==> config.mk <==
export PLATFORM = sky130hd
export DESIGN_NAME = cci_test_csr_mgr
export DESIGN_NICKNAME = d
export VERILOG_FILES = /design/src/rtl/cci_test_csr_pkg.sv /design/src/rtl/cci_test_csr_rd_fifo.sv /design/src/rtl/cci_test_csr_mgr.sv
export SDC_FILE = /design/constraint.sdc
export NUM_CORES = 1
export LEC_CHECK = 0
export CAP_MARGIN = 20
export CELL_PAD_IN_SITES_DETAIL_PLACEMENT = 1
export CELL_PAD_IN_SITES_GLOBAL_PLACEMENT = 1
export CORE_AREA = 3 3 307 309
export DETAILED_ROUTE_END_ITERATION = 8
export DIE_AREA = 0 0 310 312
export PLACE_DENSITY = 0.59
export SLEW_MARGIN = 40
export SYNTH_ARGS = -nofsm -noshare
export SYNTH_HDL_FRONTEND = slang
export SYNTH_SLANG_ARGS = --single-unit
==> constraint.sdc <==
create_clock -name clk -period 9.57 [get_ports clk]
set_input_delay 1.4355 -clock clk [delete_from_list [all_inputs] [get_ports clk]]
set_output_delay 1.4355 -clock clk [all_outputs]
set_load 0.03 [all_outputs]
==> src/rtl/cci_test_csr_pkg.sv <==
// Shared types and address constants for the test CSR manager and its read FIFO.
package cci_test_csr_pkg;

    localparam int NUM_TEST_CSRS    = 8;
    localparam int NUM_COUNTER_BITS = 40;
    localparam int CSR_IDX_BITS     = 4;
    localparam int TID_BITS         = 9;

    localparam logic [CSR_IDX_BITS-1:0] CSR_IDX_CYCLES = 4'd8;
    localparam logic [CSR_IDX_BITS-1:0] CSR_IDX_CTRL   = 4'd9;
    localparam logic [CSR_IDX_BITS-1:0] CSR_IDX_LIMIT  = 4'd10;

    typedef logic [NUM_COUNTER_BITS-1:0] t_cci_test_counter;

    typedef enum logic [1:0] {
        STATE_IDLE,
        STATE_RUN,
        STATE_DONE
    } t_test_state;

    typedef struct packed {
        logic [CSR_IDX_BITS-1:0] idx;
        logic [TID_BITS-1:0]     tid;
    } t_rd_req;

endpackage

==> src/rtl/cci_test_csr_rd_fifo.sv <==
// Show-ahead FIFO: head is valid whenever empty is low. A push while full is dropped,
// even if a pop happens in the same cycle.
module cci_test_csr_rd_fifo #(
    parameter int  DEPTH = 4,
    parameter type T     = logic
) (
    input  logic clk,
    input  logic reset_n,
    input  logic push,
    input  T     push_data,
    input  logic pop,
    output T     head,
    output logic full,
    output logic empty
);

    localparam int PTR_W = $clog2(DEPTH);
    localparam logic [PTR_W:0] FULL_COUNT = DEPTH[PTR_W:0];

    T                 mem [DEPTH];
    logic [PTR_W-1:0] wr_ptr;
    logic [PTR_W-1:0] rd_ptr;
    logic [PTR_W:0]   count;
    logic             do_push;
    logic             do_pop;

    assign full    = (count == FULL_COUNT);
    assign empty   = (count == '0);
    assign do_push = push && !full;
    assign do_pop  = pop && !empty;
    assign head    = mem[rd_ptr];

    always_ff @(posedge clk or negedge reset_n) begin
        if (!reset_n) begin
            wr_ptr <= '0;
            rd_ptr <= '0;
            count  <= '0;
            for (int i = 0; i < DEPTH; i++) begin
                mem[i] <= '0;
            end
        end else begin
            if (do_push) begin
                mem[wr_ptr] <= push_data;
                wr_ptr      <= wr_ptr + 1'b1;
            end
            if (do_pop) begin
                rd_ptr <= rd_ptr + 1'b1;
            end
            case ({do_push, do_pop})
                2'b10:   count <= count + 1'b1;
                2'b01:   count <= count - 1'b1;
                default: count <= count;
            endcase
        end
    end

endmodule

==> src/rtl/cci_test_csr_mgr.sv <==
// Test CSR manager: decodes MMIO writes into test CSR pulses and run control,
// and answers MMIO reads through a request FIFO and a single response register.
module cci_test_csr_mgr
    import cci_test_csr_pkg::*;
#(
    parameter int RD_FIFO_DEPTH = 4
) (
    input  logic                          clk,
    input  logic                          reset_n,
    input  logic                          mmio_wr_valid,
    input  logic [3:0]                    mmio_wr_idx,
    input  logic [63:0]                   mmio_wr_data,
    input  logic                          mmio_rd_valid,
    input  logic [3:0]                    mmio_rd_idx,
    input  logic [8:0]                    mmio_rd_tid,
    output logic                          rsp_valid,
    input  logic                          rsp_ready,
    output logic [8:0]                    rsp_tid,
    output logic [63:0]                   rsp_data,
    output logic                          rd_fifo_full,
    output logic                          rd_overflow,
    input  logic [NUM_TEST_CSRS*64-1:0]   test_rd_csrs,
    output logic [NUM_TEST_CSRS-1:0]      test_wr_en,
    output logic [63:0]                   test_wr_data,
    output logic                          test_running,
    output logic                          test_done,
    output logic [NUM_COUNTER_BITS-1:0]   cycle_count
);

    localparam int SLOT_W = $clog2(NUM_TEST_CSRS);

    t_test_state       state;
    t_test_state       state_next;
    t_cci_test_counter counter;
    t_cci_test_counter counter_next;
    t_cci_test_counter limit;
    logic              ctrl_wr;
    logic              start;
    logic              stop;
    logic              test_wr_hit;
    t_rd_req           rd_req;
    t_rd_req           rd_head;
    logic              rd_empty;
    logic              rsp_load;
    logic [63:0]       rd_data;
    logic [63:0]       csr_slot [NUM_TEST_CSRS];

    for (genvar i = 0; i < NUM_TEST_CSRS; i++) begin : g_slot
        assign csr_slot[i] = test_rd_csrs[64*i +: 64];
    end

    // Stop takes priority over start when both bits are set in one write.
    assign ctrl_wr      = mmio_wr_valid && (mmio_wr_idx == CSR_IDX_CTRL);
    assign start        = ctrl_wr && mmio_wr_data[0] && !mmio_wr_data[1];
    assign stop         = ctrl_wr && mmio_wr_data[1];
    assign test_wr_hit  = mmio_wr_valid && (mmio_wr_idx < 4'(NUM_TEST_CSRS));
    assign test_running = (state == STATE_RUN);
    assign cycle_count  = counter;

    always_ff @(posedge clk or negedge reset_n) begin
        if (!reset_n) begin
            state     <= STATE_IDLE;
            counter   <= '0;
            test_done <= 1'b0;
        end else begin
            state     <= state_next;
            counter   <= counter_next;
            test_done <= (state == STATE_RUN) && (state_next == STATE_DONE);
        end
    end

    // A limit already passed (lowered mid-run) ends the run without counting further.
    always_comb begin
        state_next   = state;
        counter_next = counter;
        if (state == STATE_RUN) begin
            if ((limit != '0) && (counter >= limit)) begin
                state_next = STATE_DONE;
            end else begin
                if (counter != '1) begin
                    counter_next = counter + 1'b1;
                end
                if ((limit != '0) && (counter_next == limit)) begin
                    state_next = STATE_DONE;
                end
            end
            if (stop) begin
                state_next   = STATE_DONE;
                counter_next = counter;
            end
        end
        if (start) begin
            state_next   = STATE_RUN;
            counter_next = '0;
        end
    end

    always_ff @(posedge clk or negedge reset_n) begin
        if (!reset_n) begin
            limit        <= '0;
            test_wr_en   <= '0;
            test_wr_data <= '0;
        end else begin
            test_wr_en <= '0;
            if (test_wr_hit) begin
                test_wr_en[mmio_wr_idx[SLOT_W-1:0]] <= 1'b1;
                test_wr_data                        <= mmio_wr_data;
            end
            if (mmio_wr_valid && (mmio_wr_idx == CSR_IDX_LIMIT)) begin
                limit <= mmio_wr_data[NUM_COUNTER_BITS-1:0];
            end
        end
    end

    assign rd_req.idx = mmio_rd_idx;
    assign rd_req.tid = mmio_rd_tid;

    cci_test_csr_rd_fifo #(
        .DEPTH (RD_FIFO_DEPTH),
        .T     (t_rd_req)
    ) u_rd_fifo (
        .clk       (clk),
        .reset_n   (reset_n),
        .push      (mmio_rd_valid),
        .push_data (rd_req),
        .pop       (rsp_load),
        .head      (rd_head),
        .full      (rd_fifo_full),
        .empty     (rd_empty)
    );

    // Read data is taken from the live CSR values at the moment the response register loads.
    always_comb begin
        rd_data = '0;
        case (rd_head.idx)
            CSR_IDX_CYCLES: rd_data = 64'(counter);
            CSR_IDX_CTRL:   rd_data = {62'b0, state == STATE_DONE, state == STATE_RUN};
            CSR_IDX_LIMIT:  rd_data = 64'(limit);
            default: begin
                if (rd_head.idx < 4'(NUM_TEST_CSRS)) begin
                    rd_data = csr_slot[rd_head.idx[SLOT_W-1:0]];
                end
            end
        endcase
    end

    assign rsp_load = !rd_empty && (!rsp_valid || rsp_ready);

    always_ff @(posedge clk or negedge reset_n) begin
        if (!reset_n) begin
            rsp_valid   <= 1'b0;
            rsp_tid     <= '0;
            rsp_data    <= '0;
            rd_overflow <= 1'b0;
        end else begin
            if (rsp_load) begin
                rsp_valid <= 1'b1;
                rsp_tid   <= rd_head.tid;
                rsp_data  <= rd_data;
            end else if (rsp_ready) begin
                rsp_valid <= 1'b0;
            end
            if (mmio_rd_valid && rd_fifo_full) begin
                rd_overflow <= 1'b1;
            end
        end
    end

endmodule

== After elaboration in Yosys (flattened, before gate mapping) ==
Cells that the tools add are included.
Cells by class
  $add $sub $neg: 5
  multipliers: 0
  div/mod/pow operators: 0
  $lt $le $gt $ge: 9
  equality and inequality tests: 15
  shift-type cells: 0
  muxes and demuxes: 29
  bitwise gates (word level): 3
  reductions and logical operators: 26
Operators by type and width (count)
  2-to-1 mux 40 bit: 7
  binary-select mux 64 bit (select 3 bit): 1
  2-to-1 mux 64 bit: 3
  case mux 64 bit (3 select lines): 1
  bitwise mux 52 bit: 1
  adder 40 x 1 -> 40 bit (second input constant): 1
  == test 40 bit: 1
  >= comparator 40 bit: 1
  != test 40 bit (second input constant): 1
  nonzero test 40 bit: 1
  2-to-1 mux 13 bit: 3
  binary-select mux 13 bit (select 2 bit): 1
  demux 13 bit (select 2 bit): 1
  == test 4 bit (second input constant): 5
  logical AND 1 bit: 15
  2-to-1 mux 2 bit: 5
  < comparator 4 bit (second input constant): 2
  2-to-1 mux 8 bit: 1
  == test 2 bit (second input constant): 3
  >= comparator 3 bit (second input constant): 2
  NOT 2 -> 3 bit: 2
  case mux 3 bit (2 select lines): 1
  nonzero test 2 bit: 3
  adder 2 x 1 -> 2 bit (second input constant): 2
  16 further kinds: 23
Storage, ports and cells
  register bits: 289
  bits in latches: 0
  bits in writable memories: 0
  memory bits (read-only): 0
  bits of input ports: 598
  output and inout bits: 190
  word-level logic and storage cells: 108
  memories kept: 0

== Depth between registers and ports, before layout ==
Gate-level depths: netlist of the first run.
  depth in word-level cells: 13
  gate-level depth with buffers: 13
  mapped depth without buffers: 11

== Hierarchy ==
A second synthesis of the first run with hierarchy kept.
Second synthesis, totals
  cell total of the unflattened synthesis: 1791
  area total of the unflattened synthesis: 18505.2 um^2
By module, submodules not included
  cci_test_csr_mgr: times used 1, cells an instance 1627, area an instance 15843.9 um^2, sequential area each 5755.5 um^2
  cci_test_csr_rd_fifo: times used 1, cells an instance 164, area an instance 2661.3 um^2, sequential area each 1476.4 um^2

== Least setup slack after synthesis of the first run ==
Ideal clock, no wire load.
  path type: register to register
  start point: register counter[1], in the netlist cycle_count[1]
  end point: register state[0]
  library setup time: 0.121 ns
  arrival: 3.316 ns
  required time: 9.449 ns
  path slack: 6.133 ns
  cell stages (with the launch flop): 12
  path buffers: 1
  clock period less this slack: 3.437 ns
  cell sequence: dfrtp_1 > ha_1 > nand4_2 > or4_1 > clkbuf_1 > nor3_4 > nor3_1 > xnor2_1 > or4b_1 > nor4_1 > a21oi_1 > o22a_1
Between the ends
  longest elaborated chain between the ends: 11
  elaborated cells between the ends (all ways): 14
  classes of those cells: 1 x add/sub; 1 x order compare; 2 x eq/ne; 8 x mux; 2 x reduce/logical
RTL lines
  start, declared: RTL line cci_test_csr_mgr.sv:34  | t_cci_test_counter counter;
  start signal, assigned: RTL line cci_test_csr_mgr.sv:67  | counter <= counter_next;
  adder 40 x 1 -> 40 bit or != test 40 bit (tied branches): RTL line cci_test_csr_mgr.sv:81, cci_test_csr_mgr.sv:80
  2-to-1 mux 40 bit: RTL line cci_test_csr_mgr.sv:80  | if (counter != '1) begin
  2-to-1 mux 40 bit: RTL line cci_test_csr_mgr.sv:77  | if ((limit != '0) && (counter >= limit)) begin
  2-to-1 mux 40 bit: RTL line cci_test_csr_mgr.sv:76  | if (state == STATE_RUN) begin
  == test 40 bit: RTL line cci_test_csr_mgr.sv:83  | if ((limit != '0) && (counter_next == limit)) begin
  logical AND 1 bit: RTL line cci_test_csr_mgr.sv:83
  2-to-1 mux 2 bit: RTL line cci_test_csr_mgr.sv:83
  2-to-1 mux 2 bit *: RTL line cci_test_csr_mgr.sv:77
  2-to-1 mux 2 bit *: RTL line cci_test_csr_mgr.sv:87  | if (stop) begin
  2-to-1 mux 2 bit *: RTL line cci_test_csr_mgr.sv:76
  2-to-1 mux 2 bit *: RTL line cci_test_csr_mgr.sv:92  | if (start) begin
  via state_next[0]: RTL line cci_test_csr_mgr.sv:33  | t_test_state state_next;
  end signal, assigned: RTL line cci_test_csr_mgr.sv:66  | state <= state_next;
  end, declared: RTL line cci_test_csr_mgr.sv:32  | t_test_state state;
Mark *: on every way through the listed nets, which the timed path passes. The rest lies on a longest branch. The select of a mux whose other input is x is not followed.
A chain may end at the register's enable or synchronous reset.

== Worst setup path after layout of the first run ==
Same ends and word-level chain as after synthesis.

==> qor.txt, run 1 <==
critical path's slowest cell: or4_1
Combinational Power Share: 0.589
setup_tns: 0 ps
CP Cell Sequence: ha_1 > nand4_2 > or4_1 > nor3_4 > nor3_1 > xnor2_1 > or4b_1 > nor4_1 > a21oi_1 > o22a_1
Reg area: 7230 um2
Sw Share: 0.427
most frequent cells in the layout: 786 x clkdlybuf4s50_1, 372 x nand2_1, 289 x dfrtp_1
total CTS buffers: 42
Post-Route WL: 118000 um
sequential cell area fraction in the yosys report: 0.384
largest net degree at the start of global routing: 128
RR Endpoint: state[0]
CP max stage delay: 780 ps
Hold Path Depth: 1
vias: 19100
P_sw: 3.70 mW
CTS Buffer Depth: 3
multi-input logic area: 10900 um2
number of global-route vias before repair: 20400
placed insts: 3683
final worst-path cycle share: 0.435
initial drt markers: 1565
final std cells w/o fill: 3781
minimum clock period: 4160 ps
worst-path fanout max: 10
fmax: 240 MHz
Critical Path End Type: register
fin. max-slew vios: 0
die area: 96700 um2
Synth cell types: 70
min-delay src: rd_overflow
antenna violations before repair: 37
Die Wd: 310 um
Required @ worst endpoint: 10020 ps
Warnings, synthesis: 0
WL per Instance: 31.2 um
DR vias/cell: 5.05
DRC Markers: 0
power density over the cells: 293 nW/um2
GRT Residual Overflow: 0
Cell Int Power: 4.96 mW
hpwl dp: 95900 um
Mean Syn Cell Area: 10.3 um2
worst-skew pair later-pin latency: 580 ps
type of the worst min-delay path: reg2reg
Slew HR: 0.397
Final setup viols: 0
RSZ-0062 raised after global routing: no
Syn-to-layout area delta: 57.1%
reg2reg start: cycle_count[1]
area leader, netlist: dfrtp_1
drt first pass iters: 6
Clock power frac: 0.190
Worst Clk Skew: 36.6 ps
asr flop ratio synth: 1.00
share of layout cells above drive strength 1: 0.132
P_leak: 11.6 nW
max_cap viols: 0
Startpoint Class: register
CP Class: reg2reg
Port Buf Inserts: 787
GRT Util Overall: 0.236
GP Congestion: 0.930
Hold Path End: rd_overflow
number of hold buffers added after CTS: 0
# clock sinks: 289
outcome: completed
Seq pwr share: 0.221
Synth Cell Area: 18800 um2
H-tree Lvls: 2
cell count of the worst reg-to-reg path: 10
Die Y-Extent: 312 um
post_cts resized: 0
Initial Utilization: 0.205
r2r setup slk: 5410 ps
endpoints failing hold: 0
Worst EP arrival: 4610 ps
Final Cell Area: 29600 um2
EDFF count, synth: 0
area share of the largest cell type after synthesis: 0.384
clock-pin slew on the worst setup and hold paths: 60 ps
FP Rows: 111
Synth Instances: 1822
core region area: 91700 um2
CTS tree: yes
first-pass GRT wire length: 163000 um
Peak VDD IR: 0.188 mV
synthesized flop and latch total: 289
worst slew pin tran: 896 ps
Post-DRT Antenna Nets: 0
Nets: 3189
commonest non-fill, non-tap cell in the layout: clkdlybuf4s50_1
root buf cell: clkbuf_16
Top FF cell, synth: dfrtp_1
syn nets: 2467
Post-CTS Setup Inserts: 0
DP Area: 28000 um2
I/O pins: 788
fillers: 10200
Synth area leaders: dfrtp_1 38%, mux4_2 17%, nand2_1 7.5%, mux2i_1 3.9%, mux2_2 3.8%
worst max-delay path: cells and delay by family (launching register included):
kind | cells | cell delay (ps)
AOI/OAI and AO/OA | 2 | 390
adders and majority gates | 1 | 380
DFF | 1 | 670
xor gates and xnor gates | 1 | 150
and+or+nand+nor | 6 | 2450
Yosys cell counts, types with 30 or more instances:
| library cell | count |
|---|---|
| nand2_1 | 374 |
| dfrtp_1 | 289 |
| mux4_2 | 140 |
| o21ai_0 | 104 |
| clkbuf_1 | 84 |
| mux2i_1 | 73 |
| mux2_2 | 63 |
| inv_1 | 59 |
| ha_1 | 46 |
| nor2_1 | 46 |
| a22oi_1 | 42 |
| o221ai_1 | 41 |
| a21oi_1 | 39 |
| xnor2_1 | 35 |
| nor4_1 | 34 |
| nor3_1 | 32 |
| nand3_1 | 30 |
sequential cells by signal, indices dropped and copies added, names as in the netlist:
name / cells
u_rd_fifo.count: 3
rsp_tid: 9
test_wr_data: 64
rd_overflow: 1
test_done: 1
u_rd_fifo.rd_ptr: 2
u_rd_fifo.wr_ptr: 2
cycle_count: 40
limit: 40
rsp_valid: 1
test_wr_en: 8
state: 2
u_rd_fifo.mem: 52
rsp_data: 64
metrics by stage:
stage | total power, mW | utilization | hold slack, ps | worst slack (ps)
global placement | 6.91 | 0.304 | 442 | 4930
CTS | 8.78 | 0.321 | 469 | 5350
global route | 9.14 | 0.322 | 495 | 5250
detailed placement | 7.08 | 0.306 | 456 | 4960
finish | 8.65 | 0.323 | 459 | 5410
floorplan | 5.04 | - | 457 | 6130
logic make-up after synthesis:
family	Yosys count	synth area share
AO/OA/AOI/OAI	325	0.115
XOR/XNOR	55	0.0256
adder cells (fa/ha/maj)	47	0.0317
buffers and inverters	200	0.0432
flip-flops	289	0.384
multiplexers	276	0.244
AND/OR/NAND/NOR	630	0.156
area by class of cell:
class                           instances  share of cell area
Tap cell                             1186              0.0502
Clock inverter                         21             0.00906
Timing Repair Buffer                  819               0.280
Antenna cell                           19             0.00161
Multi-Input combinational cell       1333               0.367
Inverter                               59             0.00749
Clock buffer                           55              0.0396
Sequential cell                       289               0.245
per-layer routing:
metal	vias up	GRT usage	wire length (um)
met5	-	0	80
met4	14	0.0575	2800
met3	125	0.0472	8430
met2	803	0.406	58500
met1	9908	0.302	48300
li1	8245	-	-
worst max path at each step:
stage,end,slack (ps),startpoint,depth (start not counted)
3_5_place_dp,rsp_data[17],4960,rsp_ready,6
2_1_floorplan,state[0],6130,cycle_count[1],11
4_1_cts,cycle_count[30],5350,cycle_count[33],10
5_1_grt,state[0],5250,cycle_count[1],10
6_report,state[0],5410,cycle_count[1],10
3_3_place_gp,rsp_data[39],4930,rsp_ready,6
power groups by stage:
stage | Sequential, mW | Clock (mW) | Combinational, mW
CTS | 1.92 | 1.70 | 5.16
global route | 1.96 | 1.74 | 5.43
floorplan | 2.14 | 0 | 2.90
detailed placement | 1.93 | 0 | 5.15
global placement | 1.91 | 0 | 4.99
finish | 1.92 | 1.64 | 5.09
Power figures use the tool's default switching activity.
==> run 2, diff against run 1 <==
Settings changed: CORE_AREA 3 3 307 309 to 3 3 309 311, DIE_AREA 0 0 310 312 to 0 0 312 314, PLACE_DENSITY 0.59 to 0.6.
Clock period 9.57 ns to 3.6 ns, I/O delays scaled along.
==> qor.txt, run 2 (same netlist as run 1, synthesis figures left out) <==
CP delay by family, top: compound AO/OA/AOI/OAI gates
# clock sinks: 289
worst-skew pair later-pin latency: 570 ps
DRC Markers: 0
root buf cell: clkbuf_16
share of layout cells above drive strength 1: 0.170
clock-pin slew on the worst setup and hold paths: 60 ps
Critical Path Stages: 15
initial drt markers: 1289
fillers: 10500
Final Cell Area: 30600 um2
antenna violations before repair: 48
WL per Instance: 31.1 um
Critical Path End Type: register
CTS tree: yes
most frequent cells in the layout: 786 x clkdlybuf4s50_1, 373 x nand2_1, 288 x dfrtp_1
setup_tns: 0 ps
most frequent CP cell: buf_4
Peak VDD IR: 1.28 mV
RR Endpoint: cycle_count[33]
total CTS buffers: 42
endpoints failing hold: 0
CP startpoint: limit[24]
GP Congestion: 0.997
r2r setup slk: 150 ps
top flop regs: rsp_data: 64 flops, test_wr_data: 64 flops, u_rd_fifo.mem: 52 flops
FP Rows: 112
cell count of the worst reg-to-reg path: 15
RSZ-0062 raised after global routing: no
Final setup viols: 0
fmax: 290 MHz
minimum clock period: 3450 ps
vias: 19500
number of global-route vias before repair: 21100
CP Class: reg2reg
I/O pins: 788
final std cells w/o fill: 3975
power density over the cells: 759 nW/um2
GRT Residual Overflow: 0
Worst Clk Skew: 18.0 ps
max_cap viols: 0
die area: 98000 um2
CP bufs+invs: 5
reg2reg start: limit[24]
GRT Util Overall: 0.244
Die Y-Extent: 314 um
CP Cell Sequence: inv_1 > ha_1 > a211oi_1 > o21ai_0 > a221oi_1 > buf_4 > o211ai_1 > a31o_2 > o21ai_1 > buf_4 > nand2_1 > buf_12 > nor4_2 > buf_4 > mux2i_1
Startpoint Class: register
DR vias/cell: 4.90
fin. max-slew vios: 0
Nets: 3312
hpwl dp: 102000 um
worst-path fanout max: 27
type of the worst min-delay path: reg2reg
Required @ worst endpoint: 4090 ps
P_leak: 12.2 nW
CP max stage delay: 470 ps
Post-Route WL: 124000 um
CP Capture Point: cycle_count[33]
Initial Utilization: 0.202
dpl ws: 127 ps
first-pass GRT wire length: 169000 um
CTS Buffer Depth: 3
commonest non-fill, non-tap cell in the layout: clkdlybuf4s50_1
placed insts: 3876
drt first pass iters: 5
Slew HR: 0.466
outcome: completed
H-tree Lvls: 2
DP Area: 29100 um2
critical path's slowest cell: dfrtp_1
Post-DRT Antenna Nets: 0
final worst-path cycle share: 0.959
largest net degree at the start of global routing: 78
Port Buf Inserts: 787
core region area: 93000 um2
Finished Core Util: 0.329
Worst EP arrival: 3940 ps
Syn-to-layout area delta: 62.9%
worst slew pin tran: 799 ps
Die Wd: 312 um
setup ws final: 148 ps
[run 2: power breakdown]
group / leakage [nW] / switching (mW) / internal [mW]
registers: 3.61 / 0.712 / 4.23
clock network: 0.704 / 1.68 / 2.67
logic: 7.93 / 7.51 / 6.44
total: 12.2 / 9.90 / 13.3
[run 2: cell type report]
type	instances	area, um2	share of cell area
multi-input cells	1333	10900	0.354
repair buffers	942	9270	0.303
flip-flops and latches	289	7230	0.236
well taps	1254	1570	0.0512
clock buffers	61	1230	0.0403
inverters	59	221	0.00723
clock inverters	14	195	0.00637
diodes	23	57.6	0.00188
[run 2: what timing repair did]
action / in CTS / in global routing
buffers inserted: 0 / 0
hold buffers: 1 / 0
endpoints found under the hold margin: 44 / 0
endpoints found under the setup margin: 0 / 6
resized for setup: 0 / 6
[run 2: through the flow]
| stage | power, mW | hold WS [ps] |
|---|---|---|
| finish | 23.2 | 477 |
| global route | 24.5 | 490 |
| CTS | 23.7 | 472 |
| detailed placement | 19.2 | 463 |
| global placement | 18.8 | 454 |
| floorplan | 13.4 | 244 |
[run 2: per-layer routing]
layer	track usage	vias up	routed length [um]
li1	-	8493	-
met1	0.305	9957	50300
met2	0.410	825	60200
met3	0.0646	169	9200
met4	0.0794	26	3810
met5	0	-	155
[run 2: how the worst min path moves through the flow]
stage,start,end,slack [ps],cells after the start
floorplan,reset_n,cycle_count[0],240,0
global placement,rd_overflow,rd_overflow,450,1
detailed placement,test_wr_data[47],test_wr_data[47],460,2
CTS,mmio_wr_data[55],test_wr_data[55],470,3
global route,test_wr_data[47],test_wr_data[47],490,2
finish,test_wr_data[29],test_wr_data[29],480,2
[run 2: worst min-delay path, stage by stage, from the launching register on]
cell	delay (ps)
dfrtp_1	340
nand2_1	50
nand2_1	60
